`src/rtl/alu_pkg.sv`:
```
// alu_pkg: shared constants for the alu_core execute-stage ALU.
//   - op-class encodings (OP_DP, OP_MEM, OP_BR, OP_SHIFT)
//   - data-processing opcodes carried in cmd[3:0] (CMD_AND..CMD_MVN)
//   - bit positions of the NZCV flags within the 4-bit flag register
//   - small opcode classification helpers used by the core
package alu_pkg;

  localparam logic [1:0] OP_DP    = 2'd0;
  localparam logic [1:0] OP_MEM   = 2'd1;
  localparam logic [1:0] OP_BR    = 2'd2;
  localparam logic [1:0] OP_SHIFT = 2'd3;

  localparam logic [3:0] CMD_AND = 4'h0;
  localparam logic [3:0] CMD_EOR = 4'h1;
  localparam logic [3:0] CMD_SUB = 4'h2;
  localparam logic [3:0] CMD_RSB = 4'h3;
  localparam logic [3:0] CMD_ADD = 4'h4;
  localparam logic [3:0] CMD_ADC = 4'h5;
  localparam logic [3:0] CMD_SBC = 4'h6;
  localparam logic [3:0] CMD_RSC = 4'h7;
  localparam logic [3:0] CMD_TST = 4'h8;
  localparam logic [3:0] CMD_TEQ = 4'h9;
  localparam logic [3:0] CMD_CMP = 4'hA;
  localparam logic [3:0] CMD_CMN = 4'hB;
  localparam logic [3:0] CMD_ORR = 4'hC;
  localparam logic [3:0] CMD_MOV = 4'hD;
  localparam logic [3:0] CMD_BIC = 4'hE;
  localparam logic [3:0] CMD_MVN = 4'hF;

  localparam int FLAG_N = 3;
  localparam int FLAG_Z = 2;
  localparam int FLAG_C = 1;
  localparam int FLAG_V = 0;

  // TST/TEQ/CMP/CMN occupy 8..B and only write flags.
  function automatic logic is_compare(input logic [3:0] opc);
    return (opc[3:2] == 2'b10);
  endfunction

  // Commands whose result comes from the adder (C/V taken from it).
  function automatic logic is_arith(input logic [3:0] opc);
    logic res;
    res = 1'b0;
    case (opc)
      CMD_SUB, CMD_RSB, CMD_ADD, CMD_ADC,
      CMD_SBC, CMD_RSC, CMD_CMP, CMD_CMN: res = 1'b1;
      default:                            res = 1'b0;
    endcase
    return res;
  endfunction

endpackage

```
`src/rtl/alu_adder.sv`:
```
// alu_adder: combinational WIDTH-bit adder shared by the data-processing,
// memory-address and branch-target paths of alu_core.
// Ports:
//   a, b      operands
//   cin       carry in
//   invert_b  use ~b instead of b (subtract = a + ~b + 1)
//   sum       wrapped sum
//   cout      carry out of bit WIDTH-1 (no-borrow for subtraction)
//   ovf       signed overflow
module alu_adder #(
  parameter int WIDTH = 32
) (
  input  logic [WIDTH-1:0] a,
  input  logic [WIDTH-1:0] b,
  input  logic             cin,
  input  logic             invert_b,
  output logic [WIDTH-1:0] sum,
  output logic             cout,
  output logic             ovf
);

  logic [WIDTH-1:0] b_eff;
  logic [WIDTH:0]   full;

  always_comb begin
    b_eff = invert_b ? ~b : b;
    full  = {1'b0, a} + {1'b0, b_eff} + {{WIDTH{1'b0}}, cin};
    sum   = full[WIDTH-1:0];
    cout  = full[WIDTH];
    // Overflow: both addends share a sign that the sum does not.
    ovf   = (a[WIDTH-1] == b_eff[WIDTH-1]) && (sum[WIDTH-1] != a[WIDTH-1]);
  end

endmodule

```
`src/rtl/alu_core.sv`:
```
// alu_core: registered ARM-style integer ALU, 1-cycle latency.
// Ports:
//   clk, rst_n     clock (rising edge), async active-low reset
//   in_valid       request strobe; A/B/op/cmd sampled when high
//   A, B           operands (Rn, Src2)
//   op             class: 0 data-proc, 1 mem address, 2 branch, 3 shift/reserved
//   cmd            cmd[3:0] opcode; cmd[5:4] ignored
//   result, flag   registered result and {N,Z,C,V}
//   out_valid      high one cycle after an accepted request
// Build option: define ALU_SHIFT_EN to turn op=3 into a shifter
// (B[4:0] amount, cmd[1:0] = LSL/LSR/ASR/ROR). Without it op=3 yields 0.
module alu_core
  import alu_pkg::*;
#(
  parameter int WIDTH = 32
) (
  input  logic             clk,
  input  logic             rst_n,
  input  logic             in_valid,
  input  logic [WIDTH-1:0] A,
  input  logic [WIDTH-1:0] B,
  input  logic [1:0]       op,
  input  logic [5:0]       cmd,
  output logic [WIDTH-1:0] result,
  output logic [3:0]       flag,
  output logic             out_valid
);

  logic [WIDTH-1:0] result_q, result_d;
  logic [3:0]       flag_q, flag_d;
  logic             out_valid_q, out_valid_d;

  logic [3:0]       opc;
  logic             c_in;
  logic [WIDTH-1:0] add_a, add_b, add_sum;
  logic             add_cin, add_inv, add_cout, add_ovf;
  logic [WIDTH-1:0] logic_res, dp_res;

  logic unused_cmd_hi;
  assign unused_cmd_hi = ^cmd[5:4];

  assign opc  = cmd[3:0];
  assign c_in = flag_q[FLAG_C];

  alu_adder #(.WIDTH(WIDTH)) u_adder (
    .a        (add_a),
    .b        (add_b),
    .cin      (add_cin),
    .invert_b (add_inv),
    .sum      (add_sum),
    .cout     (add_cout),
    .ovf      (add_ovf)
  );

  // Adder operand steering; reverse-subtracts swap A and B.
  always_comb begin
    add_a   = A;
    add_b   = B;
    add_cin = 1'b0;
    add_inv = 1'b0;
    case (op)
      OP_DP: begin
        case (opc)
          CMD_SUB, CMD_CMP: begin
            add_inv = 1'b1;
            add_cin = 1'b1;
          end
          CMD_RSB: begin
            add_a   = B;
            add_b   = A;
            add_inv = 1'b1;
            add_cin = 1'b1;
          end
          CMD_ADC: add_cin = c_in;
          CMD_SBC: begin
            add_inv = 1'b1;
            add_cin = c_in;
          end
          CMD_RSC: begin
            add_a   = B;
            add_b   = A;
            add_inv = 1'b1;
            add_cin = c_in;
          end
          default: ;
        endcase
      end
      OP_MEM: begin
        // cmd[3] is the U (up) bit: clear means subtract the offset.
        if (!cmd[3]) begin
          add_inv = 1'b1;
          add_cin = 1'b1;
        end
      end
      default: ;
    endcase
  end

  always_comb begin
    logic_res = '0;
    case (opc)
      CMD_AND, CMD_TST: logic_res = A & B;
      CMD_EOR, CMD_TEQ: logic_res = A ^ B;
      CMD_ORR:          logic_res = A | B;
      CMD_MOV:          logic_res = B;
      CMD_BIC:          logic_res = A & ~B;
      CMD_MVN:          logic_res = ~B;
      default:          logic_res = '0;
    endcase
    dp_res = is_arith(opc) ? add_sum : logic_res;
  end

`ifdef ALU_SHIFT_EN
  logic [4:0]              sh_amt;
  logic [WIDTH:0]          lsl_w;
  logic [WIDTH:0]          lsr_w;
  logic signed [WIDTH:0]   asr_w;
  logic [WIDTH-1:0]        ror_w;
  logic [WIDTH-1:0]        sh_res;
  logic                    sh_c;

  // One extra bit beyond the word catches the last bit shifted out.
  always_comb begin
    sh_amt = B[4:0];
    lsl_w  = {1'b0, A} << sh_amt;
    lsr_w  = {A, 1'b0} >> sh_amt;
    asr_w  = $signed({A, 1'b0}) >>> sh_amt;
    ror_w  = (A >> sh_amt) | (A << (WIDTH - int'(sh_amt)));
    sh_res = A;
    sh_c   = c_in;
    if (sh_amt != 5'd0) begin
      case (cmd[1:0])
        2'd0: begin
          sh_res = lsl_w[WIDTH-1:0];
          sh_c   = lsl_w[WIDTH];
        end
        2'd1: begin
          sh_res = lsr_w[WIDTH:1];
          sh_c   = lsr_w[0];
        end
        2'd2: begin
          sh_res = asr_w[WIDTH:1];
          sh_c   = asr_w[0];
        end
        default: begin
          sh_res = ror_w;
          sh_c   = ror_w[WIDTH-1];
        end
      endcase
    end
  end
`endif

  always_comb begin
    result_d    = result_q;
    flag_d      = flag_q;
    out_valid_d = in_valid;
    if (in_valid) begin
      case (op)
        OP_DP: begin
          if (!is_compare(opc)) result_d = dp_res;
          flag_d[FLAG_N] = dp_res[WIDTH-1];
          flag_d[FLAG_Z] = (dp_res == '0);
          if (is_arith(opc)) begin
            flag_d[FLAG_C] = add_cout;
            flag_d[FLAG_V] = add_ovf;
          end else begin
            flag_d[FLAG_C] = 1'b0;
          end
        end
        OP_MEM, OP_BR: result_d = add_sum;
        default: begin
`ifdef ALU_SHIFT_EN
          result_d       = sh_res;
          flag_d[FLAG_N] = sh_res[WIDTH-1];
          flag_d[FLAG_Z] = (sh_res == '0);
          flag_d[FLAG_C] = sh_c;
`else
          result_d = '0;
`endif
        end
      endcase
    end
  end

  always_ff @(posedge clk or negedge rst_n) begin
    if (!rst_n) begin
      result_q    <= '0;
      flag_q      <= 4'b0000;
      out_valid_q <= 1'b0;
    end else begin
      result_q    <= result_d;
      flag_q      <= flag_d;
      out_valid_q <= out_valid_d;
    end
  end

  assign result    = result_q;
  assign flag      = flag_q;
  assign out_valid = out_valid_q;

endmodule

```
`config.mk`:
```
export PLATFORM = sky130hd
export DESIGN_NAME = alu_core
export DESIGN_NICKNAME = d
export VERILOG_FILES = /design/src/rtl/alu_pkg.sv /design/src/rtl/alu_adder.sv /design/src/rtl/alu_core.sv
export SDC_FILE = /design/constraint.sdc
export NUM_CORES = 1
export LEC_CHECK = 0
export ABC_AREA = 1
export CAP_MARGIN = 40
export CELL_PAD_IN_SITES_DETAIL_PLACEMENT = 1
export CELL_PAD_IN_SITES_GLOBAL_PLACEMENT = 2
export CORE_ASPECT_RATIO = 0.6
export CORE_MARGIN = 1
export CORE_UTILIZATION = 29
export DETAILED_ROUTE_END_ITERATION = 12
export PLACE_DENSITY_LB_ADDON = 0.1
export SYNTH_ARGS = -nofsm -noshare
export SYNTH_HDL_FRONTEND = slang
export SYNTH_SLANG_ARGS = --single-unit
```
`constraint.sdc`:
```
create_clock -name clk -period 3.05 [get_ports clk]
set_clock_uncertainty 0.1 [all_clocks]
set_input_delay 0.4575 -clock clk [delete_from_list [all_inputs] [get_ports clk]]
set_output_delay 0.4575 -clock clk [all_outputs]
set_load 0.01 [all_outputs]
```
==> results.yml, run 1 <==
finish:
  fin_area_um2: 14500
  finish.utilization: 0.563
  num-nets-final: 1985
  syn2layout_area_growth_pct: 87.4
  layout_commonest_cell: "nand2_1"
  fillers: 3285
  final_layout_size_suffix_gt1_frac: 0.423
  multiInputGateArea_um2: 7750
  antenna_cells: 0
  layout.area.seq_um2: 926
  layout.cells.most_common_list: "341 x nand2_1, 295 x buf_4, 184 x inv_1"
floorplan:
  die_height_um: 128
  start_util: 0.300
  die_width_um: 213
  num_rows: 45
  die_area_um2: 27300
  io_pins: 112
  core_area_um2: 25700
cts:
  cts-htree-levels: 2
  tritoncts_num_sinks: 37
  tritoncts: "yes"
  clock_latency_ns: 0.30
  clk_pin_slew_worst_paths_ns: 0.07
  cts-root-buf: "clkbuf_16"
  cts_made_buffers: 5
  cts.path.max_buffers: 2
drt:
  drc: 0
  dr.first_iter.drc_count: 899
  drt-wirelength-per-cell_um: 22.2
  drt.antenna.violating_nets: 0
  vias_per_cell: 5.32
  total_via_count_after_detailed_routing: 11677
  drt_pass1_iterations: 5
  drt-total-wl_um: 48700
power:
  pwr_density_cell_nw_per_um2: 391
  leakage_power_uw: 0.00740
  worst_ir_drop_vdd_uv: 247
status:
  outcome: "finished, violations left"
  violations: "negative setup slack"
sta:
  worst_slew_pin_slew_ns: 0.937
  final_period_minus_worst_setup_slack_ns: 3.41
  setup_slack_ns: -0.364
  fin_crit_sh: 1.12
  max_slew_margin: 0.374
  report.final.setup_viol: 27
  max_freq_mhz: 293
  finalMaxSlewViolations: 0
  setup_repair_after_global_routing_missed_its_margin: "true"
  final-hold-violation-count: 0
placed_design:
  place_area_um2: 11600
  portBuffers: 109
  dp.final_hpwl_um: 35400
  gp_congestion: 0.959
setup_path:
  timing.critical_path.to_type: "flop"
  r2r_start: "flag[1]$_DFFE_PN0P_"
  timing.critical_path.fanout_max: 8
  path_class: "in2reg"
  reg2reg_to: "flag[2]$_DFFE_PN0P_"
  slowest_delay_ns: 0.38
  startpoint_type: "input pin"
  timing.critical_path.mode_cell: "nand2_2"
  slowest_stage: "ha_1"
  crit_required_ns: 3.19
  reg2reg_slack_ns: -0.24
  reg2regPathDepth: 21
  arrival_ns: 3.55
synthesis:
  synth_fp_nets: 1558
  synth.yosys.seq_area_share: 0.120
  synthesis.yosys.warnings: 0
  postSynthRegisterBits: 37
  syn-cell-area_um2: 7730
  syn-instance-count: 1415
  average_cell_area_after_synthesis_um2: 5.46
  yosysUniqueCellTypes: 38
worst_hold_path:
  hold_path_class: "reg2reg"
  whs_path_depth: 2
  min-delay-start: "result[25]$_DFFE_PN0P_"
  whs_endpoint: "result[25]$_DFFE_PN0P_"
global_routing:
  wire_length_of_the_first_global_routing_pass_um: 69000
  initial_antenna_violation_count: 0
  total_global_routing_overflow: 0
  aggregate_global_route_resource_usage: 0.338
  first_global_vias: 11504
  pin_count_of_the_biggest_net_entering_global_routing: 57
run:
  cap_violations: 0
==> worst max path at each step <==
stage | startpoint | endpoint | slack, ns | cells after the start
floorplan | op[1] | flag[2]$_DFFE_PN0P_ | -0.27 | 29
global placement | op[1] | flag[2]$_DFFE_PN0P_ | -1.44 | 25
detailed placement | op[1] | flag[2]$_DFFE_PN0P_ | -1.45 | 25
CTS | op[0] | flag[2]$_DFFE_PN0P_ | -0.22 | 30
global route | B[9] | flag[2]$_DFFE_PN0P_ | -0.52 | 24
finish | op[1] | flag[2]$_DFFE_PN0P_ | -0.36 | 28
==> synthesized netlist by cell type <==
library cell,n,area share
a211oi_1,3,0.0029
a21boi_0,1,0.00097
a21o_1,2,0.0019
a21oi_1,47,0.030
a22o_1,18,0.020
a311oi_1,1,0.0011
a31oi_1,2,0.0016
and2_1,5,0.0040
and3_1,1,0.00081
buf_1,3,0.0015
buf_2,12,0.0078
buf_4,3,0.0029
buf_6,2,0.0029
clkbuf_1,36,0.017
dfrtp_1,37,0.12
fa_1,2,0.0052
ha_1,66,0.11
inv_1,208,0.10
inv_2,3,0.0015
nand2_1,507,0.25
nand2_2,3,0.0024
nand3_1,100,0.065
nand3b_1,6,0.0058
nand4_1,13,0.011
nor2_1,84,0.041
nor2_2,3,0.0024
nor2_4,1,0.0015
nor3_1,2,0.0013
o2111ai_1,11,0.012
o211ai_1,21,0.020
o21a_1,1,0.00097
o21ai_0,148,0.096
o21ai_1,3,0.0019
o22ai_1,10,0.0081
o31ai_1,2,0.0019
or2_2,10,0.0081
xnor2_1,36,0.041
xor2_1,2,0.0023
==> what timing repair did <==
action,in CTS,in global routing
pin swaps,144,132
hold endpoints to repair,14,0
setup buffers,51,25
endpoints found under the setup margin,35,31
hold buffers,1,0
cloned,4,0
resized for setup,389,248
==> cells by family after synthesis <==
| kind of cell | synth area share |
|---|---|
| AO/OA/AOI/OAI | 0.201 |
| XOR/XNOR | 0.0431 |
| adder cells (fa/ha/maj) | 0.112 |
| buffers and inverters | 0.135 |
| flip-flops | 0.120 |
| AND/OR/NAND/NOR | 0.389 |
==> sequential cells by signal, summed over array words and instances (netlist names) <==
| name | count |
|---|---|
| result | 32 |
| out_valid | 1 |
| flag | 4 |
==> metrics by stage <==
stage / worst slack [ns] / power [µW] / instances / hold slack, ns / TNS (ns)
finish: -0.364 / 5660 / 2195 / 0.387 / -4.24
global route: -0.520 / 5920 / 2195 / 0.403 / -7.31
CTS: -0.224 / 5030 / 2179 / 0.390 / -2.20
detailed placement: -1.45 / 3620 / 2117 / 0.299 / -36.33
global placement: -1.44 / 3560 / 2114 / 0.363 / -34.26
floorplan: -0.266 / 1980 / 1415 / 0.0619 / -1.26
==> power by group <==
part	total (µW)	leakage [µW]	internal, µW	switching [µW]
combinational	4240	0.00683	1940	2290
sequential	648	0.000483	584	64.6
clock	778	0.0000944	475	303
==> cell type report <==
class	instances	area share
timing repair buffer	475	0.301
clock buffer	5	0.00864
tap	352	0.0304
sequential	37	0.0639
multi-input combinational	1112	0.535
inverter	211	0.0561
clock inverter	3	0.00475
==> worst max-delay path, delay by kind of cell <==
kind / cells / cell delay, ns
simple gates: 17 / 1.52
buf+inv: 8 / 0.92
compound gates: 1 / 0.07
fa+ha+maj: 2 / 0.54
==> metal layers <==
layer / part of all wire / wire length (µm) / vias to the layer above / track usage
met5: 0 / 0 / - / 0
met4: 0.013 / 633 / 0 / 0.0525
met3: 0.087 / 4220 / 48 / 0.0747
met2: 0.41 / 20000 / 464 / 0.473
met1: 0.49 / 23800 / 5738 / 0.524
li1: - / - / 5427 / -
Power figures use the tool's default switching activity.
==> run 2: changes to the inputs <==
--- a/config.mk
+++ b/config.mk
@@ -12,6 +12,7 @@
 export CORE_ASPECT_RATIO = 0.6
 export CORE_MARGIN = 1
 export CORE_UTILIZATION = 29
+export CTS_BUF_LIST = sky130_fd_sc_hd__clkbuf_4
 export DETAILED_ROUTE_END_ITERATION = 12
 export PLACE_DENSITY_LB_ADDON = 0.1
 export SYNTH_ARGS = -nofsm -noshare
==> run 2 against run 1 <==
  * Clock power decreased by 30%
  * Flip-flop and latch count is the same
  * Clock-buffer cell count unchanged
  * Total power shrank 8.1%
  * Largest power group unchanged
  * Critical path type unchanged
  * Design area shrank 2.7%
  * Register-to-register slack better by 0.14 ns
  * First-iteration DRC count is 1.8% higher
  * The run still ends with negative setup slack left
==> results.yml, run 2 (synthesis gave the netlist of run 1 again) <==
drt:
  dr.first_iter.drc_count: 915
  top_signal_layer_used: "met4"
  met3_length_um: 2900
  detail_route.wirelength.met1_um: 24700
  total_via_count_after_detailed_routing: 11483
  vias_per_cell: 5.23
  drt-total-wl_um: 47400
  dr_wl_met2_um: 19500
  drt_pass1_iterations: 5
  drc: 0
  drt.antenna.violating_nets: 0
  drt-wirelength-per-cell_um: 21.6
power:
  sequentialPowerShare: 0.124
  overall_power_uw: 5200
  leakage_power_uw: 0.00726
  p_int_uw: 2680
  netSwitchingPower_uw: 2520
  p_clk_frac: 0.104
  swShare: 0.485
  pwr_density_cell_nw_per_um2: 369
  worst_ir_drop_vdd_uv: 199
  power.combinational.fraction: 0.772
sta:
  final_period_minus_worst_setup_slack_ns: 3.26
  fin_crit_sh: 1.07
  max_slew_margin: 0.385
  finalMaxSlewViolations: 0
  worst_slew_pin_slew_ns: 0.921
  report.final.setup_viol: 10
  setup_repair_after_global_routing_missed_its_margin: "true"
  setup_total_negative_slack_ns: -0.749
  max_freq_mhz: 307
  final-hold-violation-count: 0
  setup_slack_ns: -0.212
finish:
  fin_area_um2: 14100
  syn2layout_area_growth_pct: 82.3
  layout_commonest_cell: "nand2_1"
  layout.cells.non_filler: 2197
  layout.cells.most_common_list: "354 x nand2_1, 302 x buf_4, 186 x inv_1"
  num-nets-final: 1986
  final_layout_size_suffix_gt1_frac: 0.405
  max_reg_flops: 32
  fillers: 3343
global_routing:
  pin_count_of_the_biggest_net_entering_global_routing: 57
  first_global_vias: 11072
  total_global_routing_overflow: 0
  aggregate_global_route_resource_usage: 0.325
  initial_antenna_violation_count: 1
  wire_length_of_the_first_global_routing_pass_um: 66500
setup_path:
  crit_required_ns: 3.33
  path_class: "in2reg"
  timing.critical_path.mode_cell: "nand2_2"
  timing.critical_path.to_type: "flop"
  arrival_ns: 3.55
  slowest_delay_ns: 0.35
  timing.critical_path.fanout_max: 8
  startpoint_type: "input pin"
  reg2regPathDepth: 22
  slowest_stage: "ha_2"
floorplan:
  start_util: 0.300
  die_area_um2: 27300
  num_rows: 45
  io_pins: 112
  core_area_um2: 25700
  die_width_um: 213
  die_height_um: 128
placed_design:
  placed_instance_count: 2117
  gp_congestion: 0.959
  dp.final_hpwl_um: 35400
  place_area_um2: 11600
  portBuffers: 109
cts:
  cts-htree-levels: 2
  cts.path.max_buffers: 2
  cts_made_buffers: 5
  cts-root-buf: "clkbuf_4"
  tritoncts: "yes"
  tritoncts_num_sinks: 37
  clk_pin_slew_worst_paths_ns: 0.17
  clock_latency_ns: 0.42
status:
  outcome: "finished, violations left"
  violations: "negative setup slack"
worst_hold_path:
  hold_path_class: "in2async"
run:
  cap_violations: 0
[run 2: changes by cell type in the layout (fill, tap and decap cells not counted), sizes merged]
cell | previous run | this run
buf | 372 | 370
diode | 0 | 1
clkbuf | 5 | 8
[run 2: area by class of cell]
cell class / count / area, µm² / share of cell area
Sequential cell: 37 / 926 / 0.0657
Clock inverter: 3 / 68.8 / 0.00489
Multi-Input combinational cell: 1112 / 7420 / 0.527
Inverter: 211 / 812 / 0.0577
Antenna cell: 1 / 2.50 / 0.000178
Timing Repair Buffer: 476 / 4370 / 0.311
Tap cell: 352 / 440 / 0.0313
Clock buffer: 5 / 37.5 / 0.00267
[run 2: per-stage QoR]
step           setup slack (ns)  hold slack (ns)  utilization
5_1_grt                  -0.365            0.393        0.547
4_1_cts                  -0.144            0.376        0.491
3_5_place_dp              -1.45            0.299        0.450
6_report                 -0.212            0.365        0.547
2_1_floorplan            -0.266           0.0619            -
3_3_place_gp              -1.44            0.363        0.448
[run 2: worst paths after layout]
path | start | end | slack [ns]
max reg2reg | flag[1]$_DFFE_PN0P_ | flag[2]$_DFFE_PN0P_ | -0.10
max in group asynchronous | rst_n | flag[1]$_DFFE_PN0P_ | 1.95
max | op[1] | flag[2]$_DFFE_PN0P_ | -0.21
min | rst_n | result[22]$_DFFE_PN0P_ | 0.36
min reg2reg | result[25]$_DFFE_PN0P_ | result[25]$_DFFE_PN0P_ | 0.41
min in group clk | result[25]$_DFFE_PN0P_ | result[25]$_DFFE_PN0P_ | 0.41
[run 2: what timing repair did]
| action | 4_1_cts | 5_1_grt |
|---|---|---|
| hold endpoints to repair | 14 | 0 |
| setup endpoints to repair | 34 | 30 |
| pin swaps | 74 | 140 |
| buffers inserted | 31 | 39 |
| hold buffers | 1 | 0 |
| gates cloned | 4 | 4 |
| resized for setup | 255 | 317 |
[run 2: power groups by stage]
stage | Sequential (µW) | Clock, µW | Combinational [µW]
after global placement | 651 | 0 | 2910
after floorplan | 686 | 0 | 1290
after detailed placement | 651 | 0 | 2970
final | 645 | 543 | 4010
after CTS | 644 | 538 | 3310
after global routing | 654 | 565 | 4250
[run 2: worst max-delay path, delay by kind of cell]
kind,cells,cell delay [ns]
buffers and inverters,7,0.77
AND/OR/NAND/NOR,17,1.42
adder cells (fa/ha/maj),2,0.51
XOR/XNOR,1,0.17
AO/OA/AOI/OAI,2,0.22
[run 2: routing by layer]
metal,vias to the layer above,GRT usage
li1,5422,-
met1,5724,0.534
met2,318,0.452
met3,19,0.0351
met4,0,0.0339
met5,-,0
